===== config.mk =====
export PLATFORM = sky130hd
export DESIGN_NAME = forward_ctrl
export DESIGN_NICKNAME = d
export VERILOG_FILES = /design/src/rtl/pcpu_pkg.sv /design/src/rtl/fwd_sel.sv /design/src/rtl/forward_ctrl.sv
export SDC_FILE = /design/constraint.sdc
export NUM_CORES = 1
export LEC_CHECK = 0
export CAP_MARGIN = 20
export CELL_PAD_IN_SITES_DETAIL_PLACEMENT = 1
export CELL_PAD_IN_SITES_GLOBAL_PLACEMENT = 1
export CORE_ASPECT_RATIO = 2
export CORE_MARGIN = 10
export CORE_UTILIZATION = 38
export CTS_CLUSTER_DIAMETER = 60
export CTS_CLUSTER_SIZE = 10
export DETAILED_ROUTE_END_ITERATION = 8
export PLACE_DENSITY_LB_ADDON = 0.1
export SLEW_MARGIN = 40
export SYNTH_ARGS = -nofsm -noshare
export SYNTH_HDL_FRONTEND = slang
export SYNTH_SLANG_ARGS = --single-unit

===== constraint.sdc =====
create_clock -name clk -period 2.6 [get_ports clk]
set_clock_uncertainty 0.1 [all_clocks]
set_input_delay 0.52 -clock clk [delete_from_list [all_inputs] [get_ports clk]]
set_output_delay 0.52 -clock clk [all_outputs]
set_load 0.005 [all_outputs]

===== src/rtl/pcpu_pkg.sv =====
`default_nettype none
// +----------------------------------------------------------------------+
// | pcpu_pkg                                                             |
// | Shared pipeline types: forwarding select codes and tracker slot.     |
// | Rev 1.0                                                              |
// +----------------------------------------------------------------------+
package pcpu_pkg;

    localparam int RD_W = 5;

    localparam logic [1:0] FWD_RF  = 2'd0;
    localparam logic [1:0] FWD_MEM = 2'd1;
    localparam logic [1:0] FWD_WB  = 2'd2;
    localparam logic [1:0] FWD_WB2 = 2'd3;

    typedef struct packed {
        logic            valid;
        logic            wen;
        logic [RD_W-1:0] rd;
        logic            load;
    } slot_t;

    localparam slot_t SLOT_EMPTY = '0;

endpackage
`default_nettype wire


===== src/rtl/fwd_sel.sv =====
`default_nettype none
// +----------------------------------------------------------------------+
// | fwd_sel                                                              |
// | Priority compare of one source register against EX/MEM/WB slots.     |
// | Rev 1.0                                                              |
// +----------------------------------------------------------------------+
module fwd_sel
    import pcpu_pkg::*;
#(
    parameter int REG_AW = RD_W
) (
    input  logic [REG_AW-1:0] src,
    input  logic              src_used,
    input  slot_t             ex_slot,
    input  slot_t             mem_slot,
    input  slot_t             wb_slot,
    output logic [1:0]        code,
    output logic              load_hit
);

    logic w_hit_ex;
    logic w_hit_mem;
    logic w_hit_wb;
    logic w_src_ok;

    // r0 is hard-wired to zero, so it never forwards.
    assign w_src_ok  = src_used && (src != '0);
    assign w_hit_ex  = w_src_ok && ex_slot.valid  && ex_slot.wen  && (ex_slot.rd  == src);
    assign w_hit_mem = w_src_ok && mem_slot.valid && mem_slot.wen && (mem_slot.rd == src);
    assign w_hit_wb  = w_src_ok && wb_slot.valid  && wb_slot.wen  && (wb_slot.rd  == src);

    always_comb begin
        code = FWD_RF;
        if (w_hit_ex) begin
            code = FWD_MEM;
        end else if (w_hit_mem) begin
            code = FWD_WB;
        end else if (w_hit_wb) begin
            code = FWD_WB2;
        end
    end

    assign load_hit = w_hit_ex && ex_slot.load;

endmodule
`default_nettype wire


===== src/rtl/forward_ctrl.sv =====
`default_nettype none
// +----------------------------------------------------------------------+
// | forward_ctrl                                                         |
// | Operand-forward select registers and load-use interlock.            |
// | Rev 1.0                                                              |
// +----------------------------------------------------------------------+
module forward_ctrl
    import pcpu_pkg::*;
#(
    parameter int REG_AW = RD_W
) (
    input  logic              clk,
    input  logic              rst,
    input  logic              pipe_en,
    input  logic              flush,
    input  logic [REG_AW-1:0] id_rs,
    input  logic [REG_AW-1:0] id_rt,
    input  logic              id_use_rs,
    input  logic              id_use_rt,
    input  logic [REG_AW-1:0] id_rd,
    input  logic              id_wen,
    input  logic              id_load,
    output logic [1:0]        fwd_a,
    output logic [1:0]        fwd_b,
    output logic              stall
);

    slot_t      r_ex;
    slot_t      r_mem;
    slot_t      r_wb;
    slot_t      r_wb2;
    logic [1:0] r_fwd_a;
    logic [1:0] r_fwd_b;

    logic [1:0] w_code_a;
    logic [1:0] w_code_b;
    logic       w_lhit_a;
    logic       w_lhit_b;
    logic       w_stall;
    logic       w_bubble;
    slot_t      w_id_slot;

    fwd_sel #(.REG_AW(REG_AW)) u_sel_a (
        .src      (id_rs),
        .src_used (id_use_rs),
        .ex_slot  (r_ex),
        .mem_slot (r_mem),
        .wb_slot  (r_wb),
        .code     (w_code_a),
        .load_hit (w_lhit_a)
    );

    fwd_sel #(.REG_AW(REG_AW)) u_sel_b (
        .src      (id_rt),
        .src_used (id_use_rt),
        .ex_slot  (r_ex),
        .mem_slot (r_mem),
        .wb_slot  (r_wb),
        .code     (w_code_b),
        .load_hit (w_lhit_b)
    );

    // A killed ID instruction cannot cause a hazard.
    assign w_stall  = (w_lhit_a || w_lhit_b) && !flush;
    assign w_bubble = w_stall || flush;

    always_comb begin
        w_id_slot       = SLOT_EMPTY;
        w_id_slot.valid = 1'b1;
        w_id_slot.wen   = id_wen;
        w_id_slot.rd    = id_rd;
        w_id_slot.load  = id_load;
    end

    always_ff @(posedge clk) begin
        if (rst) begin
            r_ex    <= SLOT_EMPTY;
            r_mem   <= SLOT_EMPTY;
            r_wb    <= SLOT_EMPTY;
            r_wb2   <= SLOT_EMPTY;
            r_fwd_a <= FWD_RF;
            r_fwd_b <= FWD_RF;
        end else if (pipe_en) begin
            r_wb2   <= r_wb;
            r_wb    <= r_mem;
            r_mem   <= r_ex;
            r_ex    <= w_bubble ? SLOT_EMPTY : w_id_slot;
            r_fwd_a <= w_bubble ? FWD_RF : w_code_a;
            r_fwd_b <= w_bubble ? FWD_RF : w_code_b;
        end
    end

    assign fwd_a = r_fwd_a;
    assign fwd_b = r_fwd_b;
    assign stall = w_stall;

endmodule
`default_nettype wire


### Yosys cells after proc, flatten, opt, wreduce, memory -nomap -nowiden

Index checks and enable logic that the tools add are counted.

* equal/unequal tests: 6
* mux-type cells: 9
* reductions and logical operators: 28

Operators by type and width (count)
* $eq 5x5->1: 6
* $logic_and 1x1->1: 23
* $mux 2: 8
* $reduce_bool 5->1: 2
* $mux 8: 1
* $logic_or 1x1->1: 2
* $logic_not 1->1: 1

* flip-flop bits (word level): 26
* input bits: 23
* output and inout bits: 5
* word-level logic and storage cells: 55

### Longest topological paths before layout

Gate-level depths: netlist of the first run.

* depth in word-level cells: 10
* gate-level depth with buffers: 7

### Cells and area by module

Synthesis of the first run repeated with hierarchy kept, for this count alone.

* cells, all modules: 157
* area, all modules: 1516.5 µm²

Modules (own cells, without submodules)
* forward_ctrl: cells each 97, instances 1, sequential area each 560.5 µm², area an instance 1061.0 µm²
* fwd_sel: cells each 30, instances 2, sequential area each 0.0 µm², area an instance 227.7 µm²

### Worst setup path after synthesis of the first run

Ideal clock, no wire load.

* kind: input -> output
* from: in id_rt[4]
* to: out stall
* arrival time: 1.540 ns
* slack: 0.440 ns
* stages: 5
* cells stage by stage: or4_1 o21ai_2 nor4_2 o21ai_2 nor2_1

* cells in the longest elaborated chain, start to end: 8

RTL lines
* from (decl): line forward_ctrl.sv:17 `input logic [REG_AW-1:0] id_rt,`
* $reduce_bool 5->1: line fwd_sel.sv:27 `assign w_src_ok = src_used && (src != '0);`
* $logic_and 1x1->1: line fwd_sel.sv:27
* $logic_and 1x1->1 (2 in series): line fwd_sel.sv:28 `assign w_hit_ex = w_src_ok && ex_slot.valid && ex_slot.wen && (ex_slot.rd == src);`
* $logic_and 1x1->1 (*): line fwd_sel.sv:28
* $logic_and 1x1->1 (*): line fwd_sel.sv:43 `assign load_hit = w_hit_ex && ex_slot.load;`
* $logic_or 1x1->1 (*): line forward_ctrl.sv:64 `assign w_stall = (w_lhit_a || w_lhit_b) && !flush;`
* $logic_and 1x1->1 (*): line forward_ctrl.sv:64
* to (decl): line forward_ctrl.sv:25 `output logic stall`

Every way passes the cells marked *; elsewhere a longest branch is shown, timed or not.

### Final worst setup path of the first run

* from: in id_rs[0]
* to: out stall

* cells in the longest elaborated chain, start to end: 8

RTL lines
* from (decl): line forward_ctrl.sv:16 `input logic [REG_AW-1:0] id_rs,`
* $reduce_bool 5->1: line fwd_sel.sv:27
* $logic_and 1x1->1: line fwd_sel.sv:27
* $logic_and 1x1->1 (2 in series): line fwd_sel.sv:28
* $logic_and 1x1->1 (*): line fwd_sel.sv:28
* $logic_and 1x1->1 (*): line fwd_sel.sv:43
* $logic_or 1x1->1 (*): line forward_ctrl.sv:64
* $logic_and 1x1->1 (*): line forward_ctrl.sv:64

Marks and branches as above.

==> flow_metrics.tcl, run 1 <==
set metrics [dict create \
    grt_util_met1 0.126 \
    ys_ff_latch 26 \
    clock_sinks 26 \
    finalSetupViolations 0 \
    tightest_slew_ns 0.548 \
    setup_ws_ns 0.0522 \
    die_area_sq_um 6380 \
    fp-row-count 30 \
    finalCriticalPeriod_ns 2.55 \
    hold_buffers 0 \
    htreeDepth 1 \
    first_iter_violations 30 \
    synth_nets 159 \
    pre_cts_ws_ns -0.513 \
    grt_pass1_vias 1372 \
    crit_chain "dlygate4sd2_1 -> or4_4 -> o21ai_4 -> nor4_4 -> o21ai_2 -> nor2_1 -> buf_2" \
    max_freq_mhz 393 \
    synth_area_leaders "dfxtp_1 39%, xnor2_1 19%, mux2i_1 11%" \
    cp_slowest_cell "or4_4" \
    floorplan.initialDensity 0.391 \
    relSlewSlack 0.634 \
    synth_warnings 0 \
    hold_path_class "reg -> reg" \
    finalPower_mw 0.790 \
    grtUsageTotal 0.146 \
    grt-ovfl-total 0 \
    boundaryPins 28 \
    outcome "complete, no violations" \
    p_leak_nw 0.729 \
    dpl.hpwl_mm 3.45 \
    timing.final.crit_share 0.980 \
    seq_area_frac_synth 0.394 \
    cap_violations 0 \
    nets 207 \
    slowest_delay_ns 0.57 \
    areaGrowthSynthToFinish_pct 39.9 \
    utilization 0.548 \
    gp_congestion 0.966 \
    core_area_sq_um 3380 \
    crit_buf_inv 2 \
    critPathTopFamily "simple AND/OR/NAND/NOR gates" \
    vias_per_cell 5.66 \
    path_clk_slew_ns 0.09 \
    critPathLaunchType "input port" \
    yosys.area.top_type "dfxtp_1" \
    drv_slew 0 \
    grt_util_met3 0.0293 \
    placed_area_sq_um 1750 \
    final_antenna_net_count 0 \
    portBuffers 27 \
    cts_tree "done" \
    irDropWorstVdd_mv 0.308 \
    top_usage_layer "met2" \
    grt_max_degree 18 \
    clkLatencyLatePin_ns 0.27 \
    dp_cells 209 \
    hold_ws_ns 0.389 \
    drt_wl_total_mm 4.47 \
    drc 0 \
    worstSetupEndpointType "output port" \
    stdcell_area_sq_um 1850 \
    die_height_microns 103 \
    power_density_nw_per_um2 427 \
    die_w_microns 61.7 \
    syn_area_sq_um 1320 \
    hold_violations 0 \
    stdcell_count 214 \
    cts_buffer_depth 2 \
    antenna_found_initial 0 \
    firstDrtPassIters 4 \
    antenna_cells 0 \
    grt.met2_usage 0.279 \
    netlist_instances 136 \
    num_vias 1212 \
    fill_cells 392 \
    yosys.area.top_type_share 0.394 \
    grt_pass1_wl_mm 6.83 \
    cts_root_buf "clkbuf_8" \
    path_class "in -> out" \
    critical_path_required_ns 1.98 \
    synth_cell_types 27 \
    tns_ns 0 \
    avgSynthCellArea_sq_um 9.72 \
    numCtsBuffers 3 \
    layout-drive-gt1-share 0.203 \
    worstPathArrival_ns 1.93 \
    cp_max_fo 3 \
    wl_per_cell_microns 20.9 \
]
-- worst register-to-register path: stages (launching register included) --
cell     delay [ns]
dfxtp_1        0.46
xnor2_1        0.16
nand4_1        0.20
nor4_4         0.38
o21ai_2        0.12
buf_4          0.14
and3_4         0.20
a22o_1         0.24
-- cell families (layout without fill, tap and decap cells) --
family,Yosys count,in the layout,synth area share
multiplexers,14,14,0.106
XOR/XNOR,30,30,0.199
flip-flops,26,26,0.394
AO/OA/AOI/OAI,19,19,0.114
AND/OR/NAND/NOR,40,40,0.160
buffers and inverters,7,53,0.0284
-- synthesized netlist by cell type (all sizes together) --
cell type  number
dfxtp          26
or3             1
o21bai          1
nor2           19
nand2b          1
a21o            1
xnor2          28
o21ai           3
inv             1
nor3            2
nand4           8
nand2           1
nand3b          1
a22o           11
a21oi           3
clkbuf          3
or4             2
xor2            2
nor4            2
mux2i          14
buf             3
and3            1
nand3           2
-- power by group --
part	switching (mW)	internal, mW
Combinational	0.0634	0.0780
Sequential	0.0115	0.407
Clock	0.127	0.104
Total	0.202	0.589
-- metal layers --
layer / routed length [microns] / up-vias
met3: 178 / 16
met5: 0 / -
met4: 205 / 0
li1: - / 575
met2: 2610 / 31
met1: 1480 / 590
-- placed cells by master, fill, tap and decap left out, drive strengths merged, types with 2 or more instances in the layout --
cell and instances:
nand4 8, xor2 2, clkbuf 3, a21oi 3, nor3 2, o21ai 3
clkdlybuf4s15 2, dlygate4sd2 6, xnor2 28, buf 23, nand3 2, clkdlybuf4s50 16
a22o 11, nor2 19, dfxtp 26, dlymetal6s2s 2, or4 2, mux2i 14
nor4 2
-- final timing paths --
check,startpoint,cells after the start,to,slack [ns]
setup / recovery,id_rs[0],7,stall,0.05
hold / removal,fwd_a[0],1,fwd_a[0],0.39
setup reg to reg,r_ex[3],7,r_ex[4],0.48
hold reg to reg,fwd_a[0],1,fwd_a[0],0.39
-- sequential cells by signal, indices dropped and copies added (netlist names) --
register  count
r_ex          8
fwd_b         2
fwd_a         2
r_mem         7
r_wb          7
-- layout make-up --
cell class	instances	area [sq um]	share of cell area
Clock buffer	3	41.3	0.0223
Inverter	1	3.75	0.00203
Multi-Input combinational cell	103	817	0.442
Sequential cell	26	520	0.281
Tap cell	32	40.0	0.0216
Timing Repair Buffer	49	428	0.231
-- timing repair --
item	in CTS	in global routing
pin swaps	7	9
endpoints found under the setup margin	1	1
resized for setup	18	6
hold endpoints to repair	0	0
buffers inserted	1	1
Note: power is estimated with default switching activity, not from simulation.
==> inputs of run 2 (changes only) <==
- clock period: 2.6 -> 2.4 ns (I/O delays scaled with it)
==> run 2 against run 1 <==
Combinational power is 7% higher. First-iteration DRC count down 60%. Non-clock buffer count increased by 2. Register-to-register slack got worse by 0.06 ns. Routed wire length shrank 9.6%. Highest routed layer unchanged. Sequential cell count did not move.
==> flow_metrics.tcl, run 2 (synthesis results as in run 1) <==
set metrics [dict create \
    grt_max_degree 18 \
    cts_tree "done" \
    mostFrequentLayoutCells "28 x xnor2_1, 24 x buf_4, 23 x dfxtp_1" \
    num_vias 1195 \
    fp-row-count 30 \
    power_density_nw_per_um2 484 \
    critPathCapture "stall" \
    finalCriticalPeriod_ns 2.30 \
    vias_per_cell 5.51 \
    critical_path_required_ns 1.82 \
    hold_ws_ns 0.397 \
    r2r-end "r_ex[1]" \
    path_class "in -> out" \
    die_w_microns 61.7 \
    hold_path_class "reg -> reg" \
    first_iter_violations 12 \
    dpl.hpwl_mm 3.24 \
    drc 0 \
    grt.met2_usage 0.264 \
    grt_pass1_vias 1390 \
    tns_ns 0 \
    antenna_cells 0 \
    irDropWorstVdd_mv 0.361 \
    grt_pass1_wl_mm 6.55 \
    outcome "complete, no violations" \
    path_clk_slew_ns 0.09 \
    reg2reg_depth 7 \
    stdcell_count 217 \
    grt-ovfl-total 0 \
    areaGrowthSynthToFinish_pct 39.6 \
    regMostFlops "r_ex" \
    timing.final.crit_share 0.959 \
    fill_cells 403 \
    crit_chain "buf_2 -> or4_4 -> o21ai_4 -> nor4_4 -> o21ai_2 -> nor2_1 -> buf_2" \
    p_leak_nw 0.729 \
    boundaryPins 28 \
    grt_setup_unrepaired "no" \
    grt_util_met1 0.120 \
    r2r_slack_ns 0.42 \
    layout-drive-gt1-share 0.276 \
    pre_cts_ws_ns -0.681 \
    rr_startpoint "r_ex[5]" \
    wl_per_cell_microns 18.6 \
    largest_reg_flops 8 \
    die_height_microns 103 \
    worstPathArrival_ns 1.72 \
    cp_common_cell "buf_2" \
    path_depth 7 \
    clkLatencyLatePin_ns 0.28 \
    reg.largest.list "r_ex x8, r_mem x7, r_wb x7" \
    antenna_found_initial 0 \
    crit_buf_inv 2 \
    max_freq_mhz 434 \
    setup.worst_path.start "id_rs[2]" \
    critPathTopFamily "simple AND/OR/NAND/NOR gates" \
    numCtsBuffers 3 \
    cp_slowest_cell "or4_4" \
    firstDrtPassIters 4 \
    gp_congestion 0.950 \
    cts_root_buf "clkbuf_8" \
    final_common_cell "xnor2_1" \
    top_usage_layer "met2" \
    final_antenna_net_count 0 \
    hold_violations 0 \
    tightest_slew_ns 0.820 \
    drv_slew 0 \
    portBuffers 27 \
    floorplan.initialDensity 0.391 \
    die_area_sq_um 6380 \
    cap_violations 0 \
    slowest_delay_ns 0.55 \
    grtUsageTotal 0.138 \
    drt_wl_total_mm 4.04 \
    relSlewSlack 0.452 \
    grt_util_met3 0.0330 \
    cts_buffer_depth 2 \
    nets 209 \
    worstSetupEndpointType "output port" \
    cp_max_fo 3 \
    finalSetupViolations 0 \
    core_area_sq_um 3380 \
    critPathLaunchType "input port" \
    min_from "fwd_a[1]" \
    dp_cells 208 \
    htreeDepth 1 \
    clock_sinks 26 \
    setup_ws_ns 0.0972 \
]
==> run 2: metrics by stage <==
stage | total power, mW | instance area (sq um) | utilization
after floorplan | 0.527 | 1320 | -
after global placement | 0.603 | 1740 | 0.516
after detailed placement | 0.609 | 1740 | 0.516
after CTS | 0.907 | 1850 | 0.547
after global routing | 0.936 | 1850 | 0.547
final | 0.894 | 1850 | 0.547
==> run 2: cell type report <==
class	count	area, sq um	share of cell area
multi-input cells	103	815	0.441
flip-flops and latches	26	524	0.284
repair buffers	51	409	0.222
clock buffers	4	55.1	0.0298
well taps	32	40.0	0.0217
inverters	1	3.75	0.00203
==> run 2: per-layer routing <==
layer / share of wire / up-vias
met5: 0 / -
met2: 0.57 / 36
met3: 0.044 / 17
li1: - / 577
met1: 0.34 / 565
met4: 0.045 / 0
==> run 2: worst reg2reg max path, delay by kind of cell (launching register included) <==
kind / cells / cell delay [ns]
flops: 1 / 0.40
buf+inv: 1 / 0.14
compound gates: 2 / 0.33
xor+xnor: 1 / 0.14
simple gates: 3 / 0.76
==> run 2: power by group <==
group	switching (mW)	internal (mW)	leakage (nW)
sequential	0.0118	0.441	0.212
clock	0.143	0.147	0.0288
combinational	0.0658	0.0855	0.488
==> run 2: worst min path at each step <==
| stage | to | slack [ns] | depth (start not counted) |
|---|---|---|---|
| after floorplan | r_ex[0] | 0.36 | 1 |
| after global routing | r_ex[0] | 0.42 | 1 |
| after global placement | fwd_a[0] | 0.36 | 1 |
| after CTS | fwd_b[0] | 0.41 | 1 |
| final | fwd_a[1] | 0.40 | 1 |
| after detailed placement | fwd_b[0] | 0.38 | 1 |
==> run 2: repair_timing <==
item	CTS	global route
pin swaps	7	11
setup endpoints to repair	1	1
gates resized for setup	34	13
buffers inserted	2	3
hold buffers	0	0
==> inputs of run 3 (changes only) <==
- CORE_UTILIZATION: 38 -> 46
- DONT_BUFFER_PORTS: unset -> 1
- SETUP_SLACK_MARGIN: unset -> 0.15
==> run 3 against run 2 <==
Critical path depth shrank 2. Clock-buffer cell count down 1. Final cell count is 24% lower.
==> flow_metrics.tcl, run 3 (synthesis results as in run 1) <==
set metrics [dict create \
    grtUsageTotal 0.132 \
    drc 0 \
    cts_buffer_depth 2 \
    grt_max_degree 19 \
    finalSetupViolations 0 \
    die_area_sq_um 5550 \
    grt_pass1_vias 1185 \
    critPathLaunchType "input port" \
    mostFrequentLayoutCells "28 x xnor2_1, 21 x dfxtp_1, 18 x nor2_1" \
    cp_max_fo 4 \
    nets 161 \
    tightest_slew_ns 0.690 \
    dpl.hpwl_mm 2.87 \
    die_w_microns 57.9 \
    irDropWorstVdd_mv 0.356 \
    grt_pass1_wl_mm 5.83 \
    clkLatencyLatePin_ns 0.27 \
    stdcell_area_sq_um 1470 \
    dp_cells 159 \
    path_class "in -> out" \
    max_freq_mhz 451 \
    cts_tree "done" \
    firstDrtPassIters 4 \
    grt-ovfl-total 0 \
    antenna_cells 0 \
    path_clk_slew_ns 0.09 \
    clock_sinks 26 \
    worstSetupEndpointType "output port" \
    final_antenna_net_count 0 \
    placed_area_sq_um 1330 \
    relSlewSlack 0.538 \
    min_path_cells 1 \
    outcome "complete, no violations" \
    regMostFlops "r_ex" \
    layout-drive-gt1-share 0.161 \
    fill_cells 319 \
    power_density_nw_per_um2 605 \
    hold_buffers 0 \
    boundaryPins 28 \
    die_height_microns 95.8 \
    drv_slew 0 \
    cts_root_buf "clkbuf_8" \
    cap_violations 0 \
    numCtsBuffers 3 \
    p_leak_nw 0.515 \
    core_area_sq_um 2770 \
    final_common_cell "xnor2_1" \
    antenna_found_initial 0 \
    first_iter_violations 12 \
    wl_per_cell_microns 22.3 \
    largest_reg_flops 8 \
    hold_violations 0 \
    stdcell_count 166 \
    htreeDepth 1 \
    floorplan.initialDensity 0.477 \
    hold_ws_ns 0.168 \
    critical_path_required_ns 1.82 \
    finalPower_mw 0.887 \
    tns_ns 0 \
    vias_per_cell 6.10 \
    worstPathArrival_ns 1.64 \
    reg2reg_depth 6 \
    num_vias 1012 \
    fp-row-count 27 \
    grt_setup_unrepaired "no" \
    areaGrowthSynthToFinish_pct 10.9 \
    finalCriticalPeriod_ns 2.22 \
    reg.largest.list "r_ex x8, r_mem x7, r_wb x7" \
    portBuffers 0 \
    timing.final.crit_share 0.923 \
    drt_wl_total_mm 3.71 \
    gp_congestion 0.831 \
    hold_path_class "in -> reg" \
]
## run 3: worst paths after layout
check,from,end,slack (ns)
min reg2reg,r_ex[7],r_ex[7],0.40
min,rst,r_mem[2],0.17
max,id_rs[0],stall,0.18
max reg2reg,r_ex[3],r_ex[4],0.55
## run 3: cell type report
class	count	area, sq um	area share
Multi-Input combinational cell	103	806	0.549
Tap cell	29	36.3	0.0247
Inverter	1	3.75	0.00256
Clock inverter	1	30.0	0.0205
Clock buffer	3	41.3	0.0282
Timing Repair Buffer	3	22.5	0.0154
Sequential cell	26	527	0.359
## run 3: per-stage QoR
| stage | util | worst slack, ns |
|---|---|---|
| floorplan | - | 0.320 |
| global placement | 0.478 | 0.249 |
| detailed placement | 0.478 | 0.195 |
| CTS | 0.511 | 0.155 |
| global route | 0.529 | 0.124 |
| finish | 0.529 | 0.185 |
## run 3: per-layer routing
layer	wire length (microns)	vias to the layer above	track usage
li1	-	481	-
met1	1240	488	0.116
met2	2060	31	0.249
met3	249	12	0.0422
met4	156	0	0.0748
met5	0	-	0
## run 3: where the power goes
part | switching (mW) | internal [mW]
combinational | 0.0292 | 0.0438
sequential | 0.0139 | 0.441
clock | 0.136 | 0.223
## run 3: repair_timing
item | in CTS | in global routing
pin swaps | 0 | 4
gates cloned | 0 | 0
setup endpoints to repair | 1 | 1
gates resized for setup | 6 | 6
buffers inserted | 0 | 3
## run 3: critical path: stages
cell	delay, ns
or4_1	0.53
o21ai_2	0.25
nor4_4	0.10
o21ai_2	0.22
nor2_2	0.06
